## config.mk

```make
export PLATFORM = sky130hd
export DESIGN_NAME = cam_input_rr_arbiter
export DESIGN_NICKNAME = d
export VERILOG_FILES = /design/src/rtl/cam_input_rr_arbiter.sv
export SDC_FILE = /design/constraint.sdc
export NUM_CORES = 1
export LEC_CHECK = 0
export CAP_MARGIN = 0
export CORE_MARGIN = 8
export CORE_UTILIZATION = 40
export DETAILED_ROUTE_END_ITERATION = 6
export GPL_ROUTABILITY_DRIVEN = 0
export PLACE_DENSITY_LB_ADDON = 0.05
export SLEW_MARGIN = 20
export SYNTH_ARGS = -nofsm -noshare
export SYNTH_HDL_FRONTEND = slang
export SYNTH_SLANG_ARGS = --single-unit
```

## constraint.sdc

```tcl
create_clock -name clk_clk -period 9.9 [get_ports clk_clk]
set_clock_uncertainty 0.15 [all_clocks]
set_input_delay 1.98 -clock clk_clk [delete_from_list [all_inputs] [get_ports clk_clk]]
set_output_delay 1.98 -clock clk_clk [all_outputs]
set_load 0.1 [all_outputs]
```

## src/rtl/cam_input_rr_arbiter.sv

```systemverilog
// Ten-channel camera capture buffers drained round-robin into one channel-tagged valid/ready stream.
// Optional macro CAM_ARB_DROP_CNT_EN adds a saturating drop_total counter output.
module cam_input_rr_arbiter #(
    parameter int NUM_CH = 10,
    parameter int DATA_W = 15,
    parameter int IDX_W  = 4
) (
    input  logic                     clk_clk,
    input  logic                     reset_reset,
    input  logic                     arb_enable,
    input  logic [NUM_CH-1:0]        ch_valid,
    input  logic [NUM_CH*DATA_W-1:0] ch_data,
    output logic                     out_valid,
    input  logic                     out_ready,
    output logic [DATA_W-1:0]        out_data,
    output logic [IDX_W-1:0]         out_ch,
    output logic [NUM_CH-1:0]        ch_pending,
    output logic [NUM_CH-1:0]        ovf,
    input  logic                     ovf_clear
`ifdef CAM_ARB_DROP_CNT_EN
    ,
    output logic [15:0]              drop_total
`endif
);

    localparam int SEL_W = (NUM_CH > 1) ? $clog2(NUM_CH) : 1;

    typedef enum logic {IDLE, PRESENT} state_t;

    state_t              state_q;
    logic [DATA_W-1:0]   buf_q [NUM_CH];
    logic [DATA_W-1:0]   buf_d [NUM_CH];
    logic [NUM_CH-1:0]   pend_q, pend_d;
    logic [NUM_CH-1:0]   ovf_q, ovf_d;
    logic [NUM_CH-1:0]   cap, ovf_set, gnt_oh;
    logic [IDX_W-1:0]    rr_ptr_q, gnt_idx;
    logic                gnt_found, grant;
    logic                out_valid_q;
    logic [DATA_W-1:0]   out_data_q;
    logic [IDX_W-1:0]    out_ch_q;

    // First pending channel at or after rr_ptr, wrapping past NUM_CH-1.
    always_comb begin : grant_sel
        int unsigned idx;
        gnt_found = 1'b0;
        gnt_idx   = '0;
        idx       = 0;
        for (int unsigned k = 0; k < NUM_CH; k++) begin
            idx = 32'(rr_ptr_q) + k;
            if (idx >= NUM_CH) idx = idx - NUM_CH;
            if (!gnt_found && pend_q[SEL_W'(idx)]) begin
                gnt_found = 1'b1;
                gnt_idx   = IDX_W'(idx);
            end
        end
    end

    assign grant  = arb_enable && gnt_found && (state_q == IDLE || out_ready);
    assign gnt_oh = grant ? (NUM_CH'(1) << gnt_idx) : '0;

    // A buffer being granted this edge can accept a new word without overflowing.
    always_comb begin
        cap     = '0;
        ovf_set = '0;
        pend_d  = pend_q & ~gnt_oh;
        for (int unsigned i = 0; i < NUM_CH; i++) begin
            cap[i]     = ch_valid[i] && (!pend_q[i] || gnt_oh[i]);
            ovf_set[i] = ch_valid[i] && pend_q[i] && !gnt_oh[i];
            buf_d[i]   = cap[i] ? ch_data[i*DATA_W +: DATA_W] : buf_q[i];
            if (cap[i]) pend_d[i] = 1'b1;
        end
        ovf_d = (ovf_clear ? '0 : ovf_q) | ovf_set;
    end

    always_ff @(posedge clk_clk or posedge reset_reset) begin
        if (reset_reset) begin
            pend_q <= '0;
            ovf_q  <= '0;
            for (int unsigned i = 0; i < NUM_CH; i++) buf_q[i] <= '0;
        end else begin
            pend_q <= pend_d;
            ovf_q  <= ovf_d;
            for (int unsigned i = 0; i < NUM_CH; i++) buf_q[i] <= buf_d[i];
        end
    end

    always_ff @(posedge clk_clk or posedge reset_reset) begin
        if (reset_reset) begin
            state_q     <= IDLE;
            out_valid_q <= 1'b0;
            out_data_q  <= '0;
            out_ch_q    <= '0;
            rr_ptr_q    <= '0;
        end else begin
            if (grant) begin
                out_data_q <= buf_q[SEL_W'(gnt_idx)];
                out_ch_q   <= gnt_idx;
                rr_ptr_q   <= (gnt_idx == IDX_W'(NUM_CH-1)) ? '0 : gnt_idx + 1'b1;
            end
            case (state_q)
                IDLE: begin
                    if (grant) begin
                        out_valid_q <= 1'b1;
                        state_q     <= PRESENT;
                    end
                end
                PRESENT: begin
                    if (out_ready && !grant) begin
                        out_valid_q <= 1'b0;
                        state_q     <= IDLE;
                    end
                end
                default: state_q <= IDLE;
            endcase
        end
    end

`ifdef CAM_ARB_DROP_CNT_EN
    logic [15:0] drop_q;
    logic [16:0] drop_sum;

    assign drop_sum = {1'b0, (ovf_clear ? 16'h0000 : drop_q)} + 17'($countones(ovf_set));

    always_ff @(posedge clk_clk or posedge reset_reset) begin
        if (reset_reset) drop_q <= '0;
        else             drop_q <= drop_sum[16] ? 16'hFFFF : drop_sum[15:0];
    end

    assign drop_total = drop_q;
`endif

    assign out_valid  = out_valid_q;
    assign out_data   = out_data_q;
    assign out_ch     = out_ch_q;
    assign ch_pending = pend_q;
    assign ovf        = ovf_q;

endmodule

```

# [Word level (Yosys, flattened, before mapping)]
# Index checks and enable logic that the tools add are counted.
[classes] magnitude_cmp=21 reduce_logical=84 shift=1 add_sub_neg=20 n_eq_ne=3 mux=72 bitwise=5
[ops] cell="$mux W4" count=21
[ops] cell="$bmux W15 S4" count=1
[ops] cell="$lt A4 B5 Y1 const B" count=10
[ops] cell="$ge A5 B4 Y1 const B" count=9
[ops] cell="$logic_and A1 B1 Y1" count=42
[ops] cell="$bmux W1 S4" count=10
[ops] cell="$sub A4 B4 Y4 const B" count=10
[ops] cell="$mux W1" count=34
[ops] cell="$logic_not A1 Y1" count=30
[ops] cell="$mux W15" count=2
[ops] cell="$add A4 B3 Y5 const B" count=4
[ops] cell="$mux W10" count=2
[ops] cell="$logic_or A1 B1 Y1" count=11
[ops] cell="$add A4 B2 Y5 const B" count=2
[ops] cell="$add A4 B4 Y5 const B" count=2
[ops] cell="$and A10 B10 Y10" count=1
[ops] cell="$not A10 Y10" count=1
[ops] cell="$or A10 B10 Y10" count=1
[ops] cell="$shl A1 B4 Y10 const A" count=1
[ops] cell="$add A4 B1 Y5 const B" count=1
[ops] cell="$ge A5 B5 Y1 const B" count=1
[ops] cell="$not A4 Y5" count=1
[ops] cell="$add A4 B1 Y4 const B" count=1
[ops] cell="$eq A4 B4 Y1 const B" count=1
[ops] cell="other kinds (6)" count=7
[word_totals] elab_cells=223 inputBits=165 out_inout_bits=40 register_bits=195

# [Depth between registers and ports, before layout]
[depth] depth_word=38 depth_mapped=28 mapped_depth_nobuf=19

# [Worst setup path before layout]
# OpenSTA, ideal clock, no wires.
[synth_timing] path_kind="flip-flop to flip-flop" startpoint="reg rr_ptr_q[1]" endpoint="reg buf_q[30] (netlist bit)" t_arrival_ps=5799 setup_ps=125 period_less_slack_ps=6074 path_stages_with_launch=27 n_path_buf=8 required_ps=9625 setup_slack_ps=3826 cell_sequence="dfrtp_1 > buf_2 > inv_1 > clkbuf_1 > ha_1 > buf_2 > clkinv_1 > ha_1 > buf_2 > mux2i_1 > a22o_1 > nor4b_1 > a21boi_1 > and2_1 > buf_4 > a2111oi_0 > o21ai_0 > a221oi_1 > o21ai_1 > buf_2 > nor2_1 > ha_1 > a31oi_1 > nand2b_1 > buf_2 > buf_2 > mux2_2"
[synth_between] elab_chain_cells=37 elab_cells_between_ends=103 classes_between="add/sub (19); order compare (10); shift (1); mux (51); reduce/logical (22)"
[synth_lines] item="start, declared" line="36" rtl="logic [IDX_W-1:0] rr_ptr_q, gnt_idx;"
[synth_lines] item="start signal, assigned" line="98" rtl="rr_ptr_q <= (gnt_idx == IDX_W'(NUM_CH-1)) ? '0 : gnt_idx + 1'b1;"
[synth_lines] item="parallel branches: the longest is 34 deep, another holds $add A4 B1 Y5"
[synth_lines] item="$mux W10 *" line="59" rtl="assign gnt_oh = grant ? (NUM_CH'(1) << gnt_idx) : '0;"
[synth_lines] item="$logic_or A1 B1 Y1 *" line="67" rtl="cap[i] = ch_valid[i] && (!pend_q[i] || gnt_oh[i]);"
[synth_lines] item="$logic_and A1 B1 Y1 *" line="67"
[synth_lines] item="end, declared" line="31" rtl="logic [DATA_W-1:0] buf_q [NUM_CH];"
# Every way passes the cells marked *. The select of a mux whose other input is x is not followed.
# A chain may end at the register's enable or synchronous reset.

# [Worst setup path in the final report]
[layout_timing] startpoint="reg rr_ptr_q[0]" endpoint="reg buf_q[41] (netlist bit)"
# The elaborated chain is that of the path after synthesis.

==> results.md <==
* WP data arrival at 7.37 ns
* First-pass GRT wire length at 59,900 µm
* Final Cycle Share at 0.727
* Setup Total Neg Slack at 0 ns
* Ant diodes at 0
* Distinct cells, synth at 96
* Post-route cell area at 15,000 µm²
* Final Non-Filler Cells at 1,684
* Antenna Nets Post-Route at 0
* Period minus WS final at 7.20 ns
* DRC Markers at 0
* Crit-path max FO at 48
* Setup crit end kind: register
* Inst Count DP at 1,652
* Worst EP required at 10.07 ns
* Htree depth at 4
* CORE AREA at 29,700 µm²
* Reg2Reg Depth at 21
* Top cell type's share of synthesized area at 0.403
* Worst path cell trace: buf_4 -> inv_1 -> ha_1 -> buf_4 -> clkinv_1 -> ha_1 -> mux2i_1 -> a22o_1 -> nor4b_1 -> a21boi_1 -> and2_1 -> a2111oi_0 -> o21ai_0 -> a221oi_1 -> o21ai_1 -> buf_4 -> nor2_1 -> ha_1 -> a31oi_1 -> nand2b_1 -> mux2_2
* First-pass detailed-route iteration total at 5
* Max Cap Viol at 0
* Class of the worst hold path: reg2reg
* Largest cells by area after synthesis: dfrtp_1 (40%), mux2_4 (7.4%), mux2_2 (6.8%)
* CP top delay family: simple AND/OR/NAND/NOR gates
* Hold Fails Final Rpt at 0
* Primary FF master, synth: dfrtp_1
* Async set-reset flop share out of synthesis at 1.00
* Crit path depth at 21
* Fmax achieved at 0.139 GHz
* Crit start category: register
* Mapped Nets at 1,296
* Post-CTS Resized at 0
* Hold Path Stages at 1
* Post-CTS setup buffers at 0
* Setup-failing EPs final at 0
* Clock Latency Late Sink at 0.45 ns
* Post-synth EDFFs at 0
* Area Overhead vs Synth at 24.2%
* CTS Hold Bufs at 0
* Worst path slowest cell: nand2b_1
* CTS Buffer Depth at 2
* Clk sinks at 195
* Antenna violations before repair at 4
* CTS tree: done
* Slew headroom at 0.258
* Post-Route WL at 39,000 µm
* WL/cell at 23.2 µm
* Worst path max stage delay at 0.61 ns
* Pin slew with the least headroom to its limit at 1.11 ns
* Nets at 1,470
* Tot GR Track Use at 0.214
* Warnings, synthesis at 0
* Dpl cell area at 14,400 µm²
* IO Count at 205
* Cts bufs inserted at 17
* Vias at 9,662
* Number of synthesized register bits at 195
* Crit path buf inv count at 5
* Netlist Area Pre-Place at 12,100 µm²
* Via density at 5.74
* Fillers at 2,692
* Grt total ovfl at 0
* CTS root buffer: clkbuf_16
* RSZ-0062 raised after global routing: false
* Die ar. at 36,100 µm²
* Worst-path clk slew at 0.08 ns
* Die height at 190 µm
* Max-slew violation count at 0
* Port-buffer cells at 204
* Initial DRC Count at 811
* Classification of the worst setup path: reg2reg
* Synth Area per Inst at 10.9 µm²
* Horiz. Die Dim at 190 µm
* Detail Placement HPWL at 29,500 µm
* Largest net degree at the start of global routing at 90
* Seq/Total Area, Yosys at 0.403
* Post-synth top area cell: dfrtp_1
* Share of cells above drive strength 1 at 0.192
* Status: complete, no violations
* Initial core utilization at 0.408
* Row cnt at 63
* Layout Utilization at 0.506
* Synth Instances at 1,107
* Vias in the first global route at 9,750
## worst reg2reg max path, delay by kind of cell (launching register included)
family / cells / cell delay, ns
muxes: 2 / 0.60
and+or+nand+nor: 4 / 1.67
adders and majority gates: 3 / 1.15
AOI/OAI and AO/OA: 7 / 1.57
DFF: 1 / 0.33
buffers and inverters: 5 / 1.62
## Yosys cell counts, types with 11 or more instances
library cell	count
mux2_2	73
nor2b_1	15
a31o_2	12
and2_1	12
dfrtp_1	195
nand3_1	20
inv_1	32
nand2_1	115
a31oi_1	20
a21o_1	13
o22ai_1	11
mux2_4	60
nor2_1	32
o21ai_0	53
buf_2	23
nand2b_1	15
mux2i_1	62
clkbuf_1	20
ha_1	23
a32oi_1	14
a21oi_1	28
mux2_1	27
## cell usage in the layout, fill, tap and decap left out, types with 7 or more instances in the layout
master	netlist	layout
clkdlybuf4s50_1	0	204
dfrtp_1	195	195
nand2_1	115	115
mux2_2	73	73
mux2i_1	62	62
mux2_4	60	60
o21ai_0	53	53
nor2_1	32	32
inv_1	32	31
a21oi_1	28	28
mux2_1	27	27
ha_1	23	23
a31oi_1	20	20
nand3_1	20	20
clkbuf_16	0	17
nor2b_1	15	15
nand2b_1	15	15
a32oi_1	14	14
buf_4	9	14
a21o_1	13	13
and2_1	12	12
a31o_2	12	12
o22ai_1	11	11
mux4_2	10	10
nand4_1	10	10
o211ai_1	8	8
or2_2	8	8
nor3_1	8	8
xnor2_1	7	7
a2111oi_0	7	7
## metal layers
metal | wire, µm | part of all wire | vias up | global-route usage
met2 | 18300 | 0.47 | 321 | 0.341
met3 | 2330 | 0.060 | 48 | 0.0465
li1 | - | - | 4493 | -
met1 | 17400 | 0.45 | 4794 | 0.288
met4 | 905 | 0.023 | 6 | 0.0664
met5 | 35 | 0.00090 | - | 0
## state kept, by name, summed over array words and instances (netlist names)
name        flops
buf_q         150
ch_pending     10
out_ch          4
out_data       15
out_valid       1
ovf            10
rr_ptr_q        4
state_q         1
## worst paths after layout
kind | start | end | slack, ns
setup / recovery | rr_ptr_q[0] | buf_q[41] | 2.70
hold / removal | state_q | out_valid | 0.30
setup reg to reg | rr_ptr_q[0] | buf_q[41] | 2.70
hold reg to reg | state_q | out_valid | 0.30
max in group asynchronous | reset_reset | rr_ptr_q[2] | 5.87
min in group asynchronous | reset_reset | buf_q[69] | 1.87
## area by class of cell
type                            count  area (µm²)  area share
Multi-Input combinational cell    811        6740       0.448
Sequential cell                   195        4880       0.324
Timing Repair Buffer              218        2150       0.143
Tap cell                          390         488      0.0324
Clock buffer                       18         439      0.0292
Clock inverter                     14         206      0.0137
Inverter                           38         150     0.00998
## metrics by stage
step,hold WS [ns],worst slack [ns]
after floorplan,0.269,2.46
after global placement,0.282,2.94
after detailed placement,0.294,2.80
after CTS,0.305,2.77
after global routing,0.335,2.27
final,0.302,2.70
## cell families after synthesis
logic type / after synthesis / synth area share
adders and majority gates: 24 / 0.0254
DFF: 195 / 0.403
xor gates and xnor gates: 9 / 0.00775
AOI/OAI and AO/OA: 269 / 0.168
buffers and inverters: 101 / 0.0427
muxes: 232 / 0.237
and+or+nand+nor: 277 / 0.116
Power is left out: the tool's default activity adds up to more than one toggle a clock period on the data nets, which glitch-free logic cannot reach.
